--- config.mk ---
export PLATFORM = sky130hd
export DESIGN_NAME = dmi_arbiter
export DESIGN_NICKNAME = d
export VERILOG_FILES = /design/src/rtl/dmi_pkg.sv /design/src/rtl/dmi_rr_pick.sv /design/src/rtl/dmi_arbiter.sv
export SDC_FILE = /design/constraint.sdc
export NUM_CORES = 1
export LEC_CHECK = 0
export CORE_MARGIN = 3
export CORE_UTILIZATION = 39
export CTS_CLUSTER_DIAMETER = 80
export DETAILED_ROUTE_END_ITERATION = 16
export GPL_TIMING_DRIVEN = 0
export PLACE_DENSITY_LB_ADDON = 0.15
export SYNTH_ARGS = -nofsm -noshare
export SYNTH_HDL_FRONTEND = slang
export SYNTH_SLANG_ARGS = --single-unit
--- constraint.sdc ---
create_clock -name clk -period 3.75 [get_ports clk]
set_clock_uncertainty 0.15 [all_clocks]
set_input_delay 0.375 -clock clk [delete_from_list [all_inputs] [get_ports clk]]
set_output_delay 0.375 -clock clk [all_outputs]
set_load 0.005 [all_outputs]
--- src/rtl/dmi_pkg.sv ---
// Shared DMI definitions: payload widths, op/resp encodings, arbiter states
// and the request/response holding-register structs.
package dmi_pkg;

   localparam int DMI_ADDR_W = 7;
   localparam int DMI_DATA_W = 32;

   typedef enum logic [1:0] {
      DMI_OP_NOP   = 2'd0,
      DMI_OP_READ  = 2'd1,
      DMI_OP_WRITE = 2'd2
   } dmi_op_e;

   typedef enum logic [1:0] {
      DMI_RESP_SUCCESS = 2'd0,
      DMI_RESP_FAILED  = 2'd2,
      DMI_RESP_BUSY    = 2'd3
   } dmi_resp_e;

   typedef enum logic [1:0] {
      ST_IDLE = 2'd0,
      ST_REQ  = 2'd1,
      ST_WAIT = 2'd2,
      ST_RESP = 2'd3
   } dmi_arb_state_e;

   typedef struct packed {
      logic [DMI_ADDR_W-1:0] addr;
      logic [1:0]            op;
      logic [DMI_DATA_W-1:0] data;
   } dmi_req_t;

   typedef struct packed {
      logic [1:0]            resp;
      logic [DMI_DATA_W-1:0] data;
   } dmi_resp_t;

endpackage

--- src/rtl/dmi_rr_pick.sv ---
// Two-way round-robin picker: a lone requester always wins, on contention the
// requester that was not granted last wins.
module dmi_rr_pick (
   input  logic [1:0] valid,
   input  logic       last_grant,
   output logic [1:0] grant,
   output logic       idx
);

   // Winner index first, then a one-hot grant only when someone is asking
   always_comb begin
      idx   = 1'b0;
      grant = 2'b00;
      case (valid)
         2'b01:   idx = 1'b0;
         2'b10:   idx = 1'b1;
         2'b11:   idx = ~last_grant;
         default: idx = 1'b0;
      endcase
      if (|valid) begin
         grant = idx ? 2'b10 : 2'b01;
      end
   end

endmodule

--- src/rtl/dmi_arbiter.sv ---
// Arbitrates two DMI requesters onto one downstream DMI port, one transaction
// at a time. Optional WAIT timeout with late-response drain: DMI_ARB_TIMEOUT_EN.
module dmi_arbiter
   import dmi_pkg::*;
#(
   parameter int TIMEOUT_CYCLES = 1024
) (
   input  logic        clk,
   input  logic        reset,

   input  logic        rq0_req_valid,
   output logic        rq0_req_ready,
   input  logic [6:0]  rq0_req_bits_addr,
   input  logic [1:0]  rq0_req_bits_op,
   input  logic [31:0] rq0_req_bits_data,
   output logic        rq0_resp_valid,
   input  logic        rq0_resp_ready,
   output logic [1:0]  rq0_resp_bits_resp,
   output logic [31:0] rq0_resp_bits_data,

   input  logic        rq1_req_valid,
   output logic        rq1_req_ready,
   input  logic [6:0]  rq1_req_bits_addr,
   input  logic [1:0]  rq1_req_bits_op,
   input  logic [31:0] rq1_req_bits_data,
   output logic        rq1_resp_valid,
   input  logic        rq1_resp_ready,
   output logic [1:0]  rq1_resp_bits_resp,
   output logic [31:0] rq1_resp_bits_data,

   output logic        dmi_req_valid,
   input  logic        dmi_req_ready,
   output logic [6:0]  dmi_req_bits_addr,
   output logic [1:0]  dmi_req_bits_op,
   output logic [31:0] dmi_req_bits_data,
   input  logic        dmi_resp_valid,
   output logic        dmi_resp_ready,
   input  logic [1:0]  dmi_resp_bits_resp,
   input  logic [31:0] dmi_resp_bits_data,

   output logic        busy,
   output logic        owner
);

   dmi_arb_state_e state_q, state_d;
   logic           lastGrant_q, lastGrant_d;
   logic           owner_q, owner_d;
   dmi_req_t       req_q, req_d;
   dmi_resp_t      resp_q, resp_d;
   logic [1:0]     reqValid;
   logic [1:0]     pickGrant;
   logic           pickIdx;
   logic           drainPending;

   assign reqValid = {rq1_req_valid, rq0_req_valid};

   dmi_rr_pick uPick (
      .valid      (reqValid),
      .last_grant (lastGrant_q),
      .grant      (pickGrant),
      .idx        (pickIdx)
   );

`ifdef DMI_ARB_TIMEOUT_EN
   logic        drain_q, drain_d;
   logic [31:0] timeoutCnt_q, timeoutCnt_d;
   logic        timeoutHit;

   assign drainPending = drain_q;
   assign timeoutHit   = (timeoutCnt_q == 32'(TIMEOUT_CYCLES - 1));

   // Counter only runs while WAIT is idle; any other state or a response clears it
   always_comb begin
      timeoutCnt_d = 32'd0;
      if (state_q == ST_WAIT && !dmi_resp_valid) begin
         timeoutCnt_d = timeoutCnt_q + 32'd1;
      end
   end

   always_ff @(posedge clk) begin
      if (reset) begin
         drain_q      <= 1'b0;
         timeoutCnt_q <= 32'd0;
      end else begin
         drain_q      <= drain_d;
         timeoutCnt_q <= timeoutCnt_d;
      end
   end
`else
   logic unusedTimeoutParam;

   assign drainPending       = 1'b0;
   assign unusedTimeoutParam = (TIMEOUT_CYCLES == 0);
`endif

   // State and holding registers
   always_ff @(posedge clk) begin
      if (reset) begin
         state_q     <= ST_IDLE;
         lastGrant_q <= 1'b1;
         owner_q     <= 1'b0;
         req_q       <= '0;
         resp_q      <= '0;
      end else begin
         state_q     <= state_d;
         lastGrant_q <= lastGrant_d;
         owner_q     <= owner_d;
         req_q       <= req_d;
         resp_q      <= resp_d;
      end
   end

   // Next state and handshakes; everything is forced quiet while reset is high
   always_comb begin
      state_d        = state_q;
      lastGrant_d    = lastGrant_q;
      owner_d        = owner_q;
      req_d          = req_q;
      resp_d         = resp_q;
      rq0_req_ready  = 1'b0;
      rq1_req_ready  = 1'b0;
      rq0_resp_valid = 1'b0;
      rq1_resp_valid = 1'b0;
      dmi_req_valid  = 1'b0;
      dmi_resp_ready = 1'b0;
`ifdef DMI_ARB_TIMEOUT_EN
      drain_d        = drain_q;
`endif
      if (!reset) begin
         case (state_q)
            ST_IDLE: begin
               if (!drainPending && (|reqValid)) begin
                  rq0_req_ready = pickGrant[0];
                  rq1_req_ready = pickGrant[1];
                  lastGrant_d   = pickIdx;
                  owner_d       = pickIdx;
                  req_d         = pickIdx
                                  ? '{addr: rq1_req_bits_addr, op: rq1_req_bits_op, data: rq1_req_bits_data}
                                  : '{addr: rq0_req_bits_addr, op: rq0_req_bits_op, data: rq0_req_bits_data};
                  state_d       = ST_REQ;
               end
            end
            ST_REQ: begin
               dmi_req_valid = 1'b1;
               if (dmi_req_ready) begin
                  state_d = ST_WAIT;
               end
            end
            ST_WAIT: begin
               dmi_resp_ready = 1'b1;
               if (dmi_resp_valid) begin
                  resp_d  = '{resp: dmi_resp_bits_resp, data: dmi_resp_bits_data};
                  state_d = ST_RESP;
               end
`ifdef DMI_ARB_TIMEOUT_EN
               else if (timeoutHit) begin
                  resp_d  = '{resp: DMI_RESP_FAILED, data: 32'd0};
                  drain_d = 1'b1;
                  state_d = ST_RESP;
               end
`endif
            end
            ST_RESP: begin
               if (owner_q) begin
                  rq1_resp_valid = 1'b1;
                  if (rq1_resp_ready) begin
                     state_d = ST_IDLE;
                  end
               end else begin
                  rq0_resp_valid = 1'b1;
                  if (rq0_resp_ready) begin
                     state_d = ST_IDLE;
                  end
               end
            end
            default: state_d = ST_IDLE;
         endcase
`ifdef DMI_ARB_TIMEOUT_EN
         // The abandoned downstream response is swallowed outside WAIT
         if (drain_q && state_q != ST_WAIT) begin
            dmi_resp_ready = 1'b1;
            if (dmi_resp_valid) begin
               drain_d = 1'b0;
            end
         end
`endif
      end
   end

   assign busy  = !reset && ((state_q != ST_IDLE) || drainPending);
   assign owner = owner_q;

   assign dmi_req_bits_addr  = req_q.addr;
   assign dmi_req_bits_op    = req_q.op;
   assign dmi_req_bits_data  = req_q.data;
   assign rq0_resp_bits_resp = resp_q.resp;
   assign rq0_resp_bits_data = resp_q.data;
   assign rq1_resp_bits_resp = resp_q.resp;
   assign rq1_resp_bits_data = resp_q.data;

endmodule

======== Word level (Yosys, flattened, before mapping) ========
Index checks and enable logic that the tools add are counted.
storage, ports and cells
  flip-flop bits (word level) ............. 79
  memories ................................ 0
  bits in latches ......................... 0
  bits in read-only memories .............. 0
  word-level logic and storage cells ...... 53
  memory bits (writable) .................. 0
  bits of input ports ..................... 124
operators by class
  order comparisons ....................... 0
  eq/ne operators ......................... 10
  bitwise logic cells ..................... 1
  multiply operators ...................... 0
  $add $sub $neg .......................... 0
  div/mod/pow operators ................... 0
  mux-type cells .......................... 26
  shift operators ......................... 0
  reduce and logical (&&, ||, !) cells .... 8
operator list
  operator                                                         count
  41-bit 2-to-1 mux                                                1
  1-bit 2-to-1 mux                                                 16
  2-bit 2-to-1 mux                                                 7
  2-bit == test, second input constant                             4
  2-bit case mux with 4 select lines                               1
  2-bit inequality test, second input constant                     3
  3-bit inequality test, second input constant                     2
  5-bit AND reduction                                              1
  2-bit AND reduction                                              2
  2-bit by 1-bit == test with 1-bit output, second input constant  1
  2-bit zero test                                                  1
  1-bit case mux with 2 select lines                               1
  2-bit nonzero test                                               1
  2-bit OR reduction                                               1
  1-bit logical AND                                                1
  1-bit zero test                                                  1
  1-bit NOT                                                        1

======== Depth between registers and ports, before layout ========
  depth after elaboration ................. 6
  mapped depth ............................ 7

======== Modules after synthesis ========
From an unflattened synthesis, not the netlist that was laid out.
second synthesis, totals
  cells, all modules ...................... 406
  area, all modules ....................... 3570.9 um^2
modules (own cells, without submodules)
  module       times used  cells an instance  sequential area each (um^2)  area an instance (um^2)
  dmi_arbiter  1           402                1581.5                       3544.6
  dmi_rr_pick  1           4                  0.0                          26.3

======== Worst setup path before layout ========
Ideal clock, no wire load.
  kind .................................... register to register
  start point ............................. reg state_q[0]
  end point ............................... reg req_q (netlist bit dmi_req_bits_addr[2])
  path slack .............................. 2.039 ns
  arrival ................................. 1.439 ns
  setup time .............................. 0.122 ns
  cell stages (with the launch flop) ...... 7
  period minus slack after synthesis ...... 1.711 ns
  buffers on the path ..................... 2
  path through ............................ dfxtp_1 -> inv_1 -> ha_1 -> and3b_1 -> buf_6 -> buf_6 -> a221o_1
between the ends
  longest elaborated chain between the ends .. 2
ends and longest elaborated chain
  what                           RTL line            text
  start, declared                dmi_arbiter.sv:45   dmi_arb_state_e state_q, state_d;
  start signal, assigned         dmi_arbiter.sv:105  state_q <= state_d;
  2-bit zero test                dmi_arbiter.sv:130  case (state_q)
  2-bit AND reduction (no line)  n/a
  end signal, assigned           dmi_arbiter.sv:108  req_q <= req_d;
  end, declared                  dmi_arbiter.sv:48   dmi_req_t req_q, req_d;
No other way between the ends.
A chain may end at the register's enable or synchronous reset.

======== Worst setup path after layout ========
  start point ............................. reg state_q[0]
  end point ............................... out rq0_req_ready
between the ends
  longest elaborated chain between the ends .. 3
ends and longest elaborated chain
  what              RTL line            text
  2-bit zero test   dmi_arbiter.sv:130
  1-bit 2-to-1 mux  dmi_arbiter.sv:130
  1-bit 2-to-1 mux  dmi_arbiter.sv:129  if (!reset) begin
  end, declared     dmi_arbiter.sv:12   output logic rq0_req_ready,
No other way between the ends.

==> impl_metrics.csv <==
group,metric,value,unit
power,p_leak,2.39,nW
drt,drc,0,
floorplanning,ios,241,
cts,tritoncts,"built",
worst_hold_path,hp-class,"flip-flop to flip-flop",
synth,ys_types,28,
final_layout,syn2layout_area_growth,77.5,%
grt,antenna_found_initial,0,
place,place_worst_setup_slack,1.07,ns
drt,drt_iter0_markers,68,
sta,finalSetupViolations,0,
sta,timing.final.crit_share,74.7,%
job,cap_violations,0,
sta,worstMarginPinSlew,0.537,ns
floorplanning,num_rows,34,
synth,netlist.top_cell.by_area,"dfxtp_1",
critical_path,crit_type,"flip-flop to output port",
cts,htreeDepth,3,
cts,clockBufferDepth,2,
sta,setup_tns,0,ns
final_layout,final_nets,759,
critical_path,start_kind,"flip-flop",
critical_path,worstPathRequired,3.22,ns
grt,grt_pass1_wl,17500,µm
critical_path,crit_fanout,10,
power,peakVddDrop,253,µV
floorplanning,initial_core_util,40.4,%
grt,grt_util_all_layers,21.3,%
place,port_buffers,239,
grt,grt_max_degree,14,
drt,drt_first_pass_iters,4,
synth,async_reset_ff_share,0,%
cts,cts_resized,0,
synth,syn_avg_cell_area,9.34,µm²
floorplanning,dieArea,10300,µm²
synth,synth_edf_count,0,
synth,synthFlopType,"dfxtp_1",
critical_path,cp.arrival,2.28,ns
synth,netlist_instances,381,
cts,root_buffer,"clkbuf_8",
final_layout,num_antenna_cells,0,
cts,post_cts_buffers,0,
cts,cts_hold_buffers,0,
grt,grt_pass1_vias,3600,
sta,rsz0062_at_grt,"no",
synth,synth_fp_nets,509,
drt,wl_per_cell,15.3,µm
synth,ys_ff_latch,79,
place,place_hpwl,9230,µm
critical_path,end_kind,"output port",
cts,insertion_delay,0.33,ns
sta,setup_ws,0.948,ns
cts,cts.clk_slew.worst_paths,0.09,ns
synth,syn-cell-area,3560,µm²
floorplanning,dieHeight,102,µm
grt,grt_remaining_overflow,0,
cts,cts_sinks,79,
floorplanning,die_width,102,µm
outcome,run_status,"finished clean",
drt,drt-total-wl,11400,µm
power,powerDensity,494,nW/µm²
synth,synth_warnings,0,
final_layout,drive_gt1_share,12.6,%
sta,min_period,2.80,ns
cts,cts_made_buffers,9,
sta,max_freq,0.357,GHz
drt,vias_per_cell,4.80,
sta,hold_viol,0,
sta,slew-limit-headroom,64.2,%
place,gp_congestion,0.773,
sta,report.final.slew_viol_count,0,
synth,yosysSeqAreaShare,44.4,%
synth,synth_area_leaders,"dfxtp_1, buf_4, nand2_1",
drt,via_count,3571,
synth,synth.top_cell.area_share,44.4,%
floorplanning,core,8810,µm²
drt,antenna_left,0,
-- layout make-up --
cell class | count | area (µm²)
Fill cell | 690 | 2490
Tap cell | 108 | 135
Clock buffer | 11 | 151
Timing Repair Buffer | 239 | 2390
Buffer | 65 | 434
Multi-Input combinational cell | 234 | 1530
Inverter | 3 | 11.3
Clock inverter | 5 | 80.1
Sequential cell | 79 | 1580
-- worst paths after layout --
| kind | end | slack (ns) | cells after the start | from |
|---|---|---|---|---|
| max | rq0_req_ready | 0.95 | 6 | state_q[0] |
| min | rq0_resp_bits_data[23] | 0.33 | 2 | rq0_resp_bits_data[23] |
| max reg2reg | dmi_req_bits_data[19] | 1.76 | 7 | state_q[0] |
| min reg2reg | rq0_resp_bits_data[23] | 0.33 | 2 | rq0_resp_bits_data[23] |
-- layer usage --
layer / vias up / global-route usage [%] / share of wire, %
li1: 1791 / - / -
met1: 1635 / 24.2 / 38
met2: 136 / 38.3 / 51
met3: 9 / 6.75 / 9.2
met4: 0 / 5.73 / 0.93
met5: - / 0 / 0
-- registers in the layout (all words and copies together), names as in the netlist --
signal	count
dmi_req_bits_addr	7
rq0_resp_bits_resp	2
owner	1
state_q	2
dmi_req_bits_op	2
rq0_resp_bits_data	32
dmi_req_bits_data	32
lastGrant_q	1
-- cell usage in the layout (no fill, tap or decap), types with 3 or more instances in the layout --
cell type,instances
mux2i_1,22
a221o_1,22
nor2b_1,4
clkdlybuf4s50_1,239
dfxtp_1,79
nand2b_1,3
clkbuf_8,11
ha_1,4
inv_1,3
nand2_1,69
buf_4,35
clkbuf_1,15
a21oi_1,35
buf_6,4
a211oi_2,10
nor2_1,21
a211oi_1,9
nor3b_1,24
buf_2,10
-- synthesized netlist by cell type (2+ instances only) --
cell      count
inv_1         3
and3b_1       2
buf_4        35
a21oi_1      35
buf_2        10
nand2b_1      3
nor2_1       21
clkbuf_1     15
dfxtp_1      79
a211oi_2     10
nand2_1      69
mux2i_1      22
a211oi_1      9
ha_1          4
nor2b_1       4
buf_6         4
a221o_1      22
nor3b_1      24
-- worst max-delay path, stage by stage (launching register included) --
cell	delay (ns)
dfxtp_1	0.35
inv_1	0.10
ha_1	0.32
nand3b_1	0.13
a21oi_2	0.23
buf_2	0.28
clkdlybuf4s50_1	0.54
-- power breakdown --
part | switching (W) | total, W | internal [W]
Sequential | 0.000116 | 0.00115 | 0.00103
Combinational | 0.000487 | 0.00126 | 0.000772
Clock | 0.000307 | 0.000717 | 0.000410
Total | 0.000909 | 0.00312 | 0.00221
-- cell families after synthesis --
family | synth area share [%]
compound gates | 18.8
fa+ha+maj | 1.41
buf+inv | 12.5
flops | 44.4
mux | 6.19
simple gates | 16.7
-- metrics by stage --
step	area, µm²	hold WS [ns]	instances	total power (W)	util (%)
global route	6320	0.351	744	0.00329	71.8
CTS	6320	0.329	744	0.00315	71.8
floorplan	3560	0.316	381	0.00171	-
finish	6320	0.326	744	0.00312	71.8
global placement	6090	0.309	728	0.00240	69.1
detailed placement	6090	0.318	728	0.00243	69.1
(Power assumes the default switching activity.)
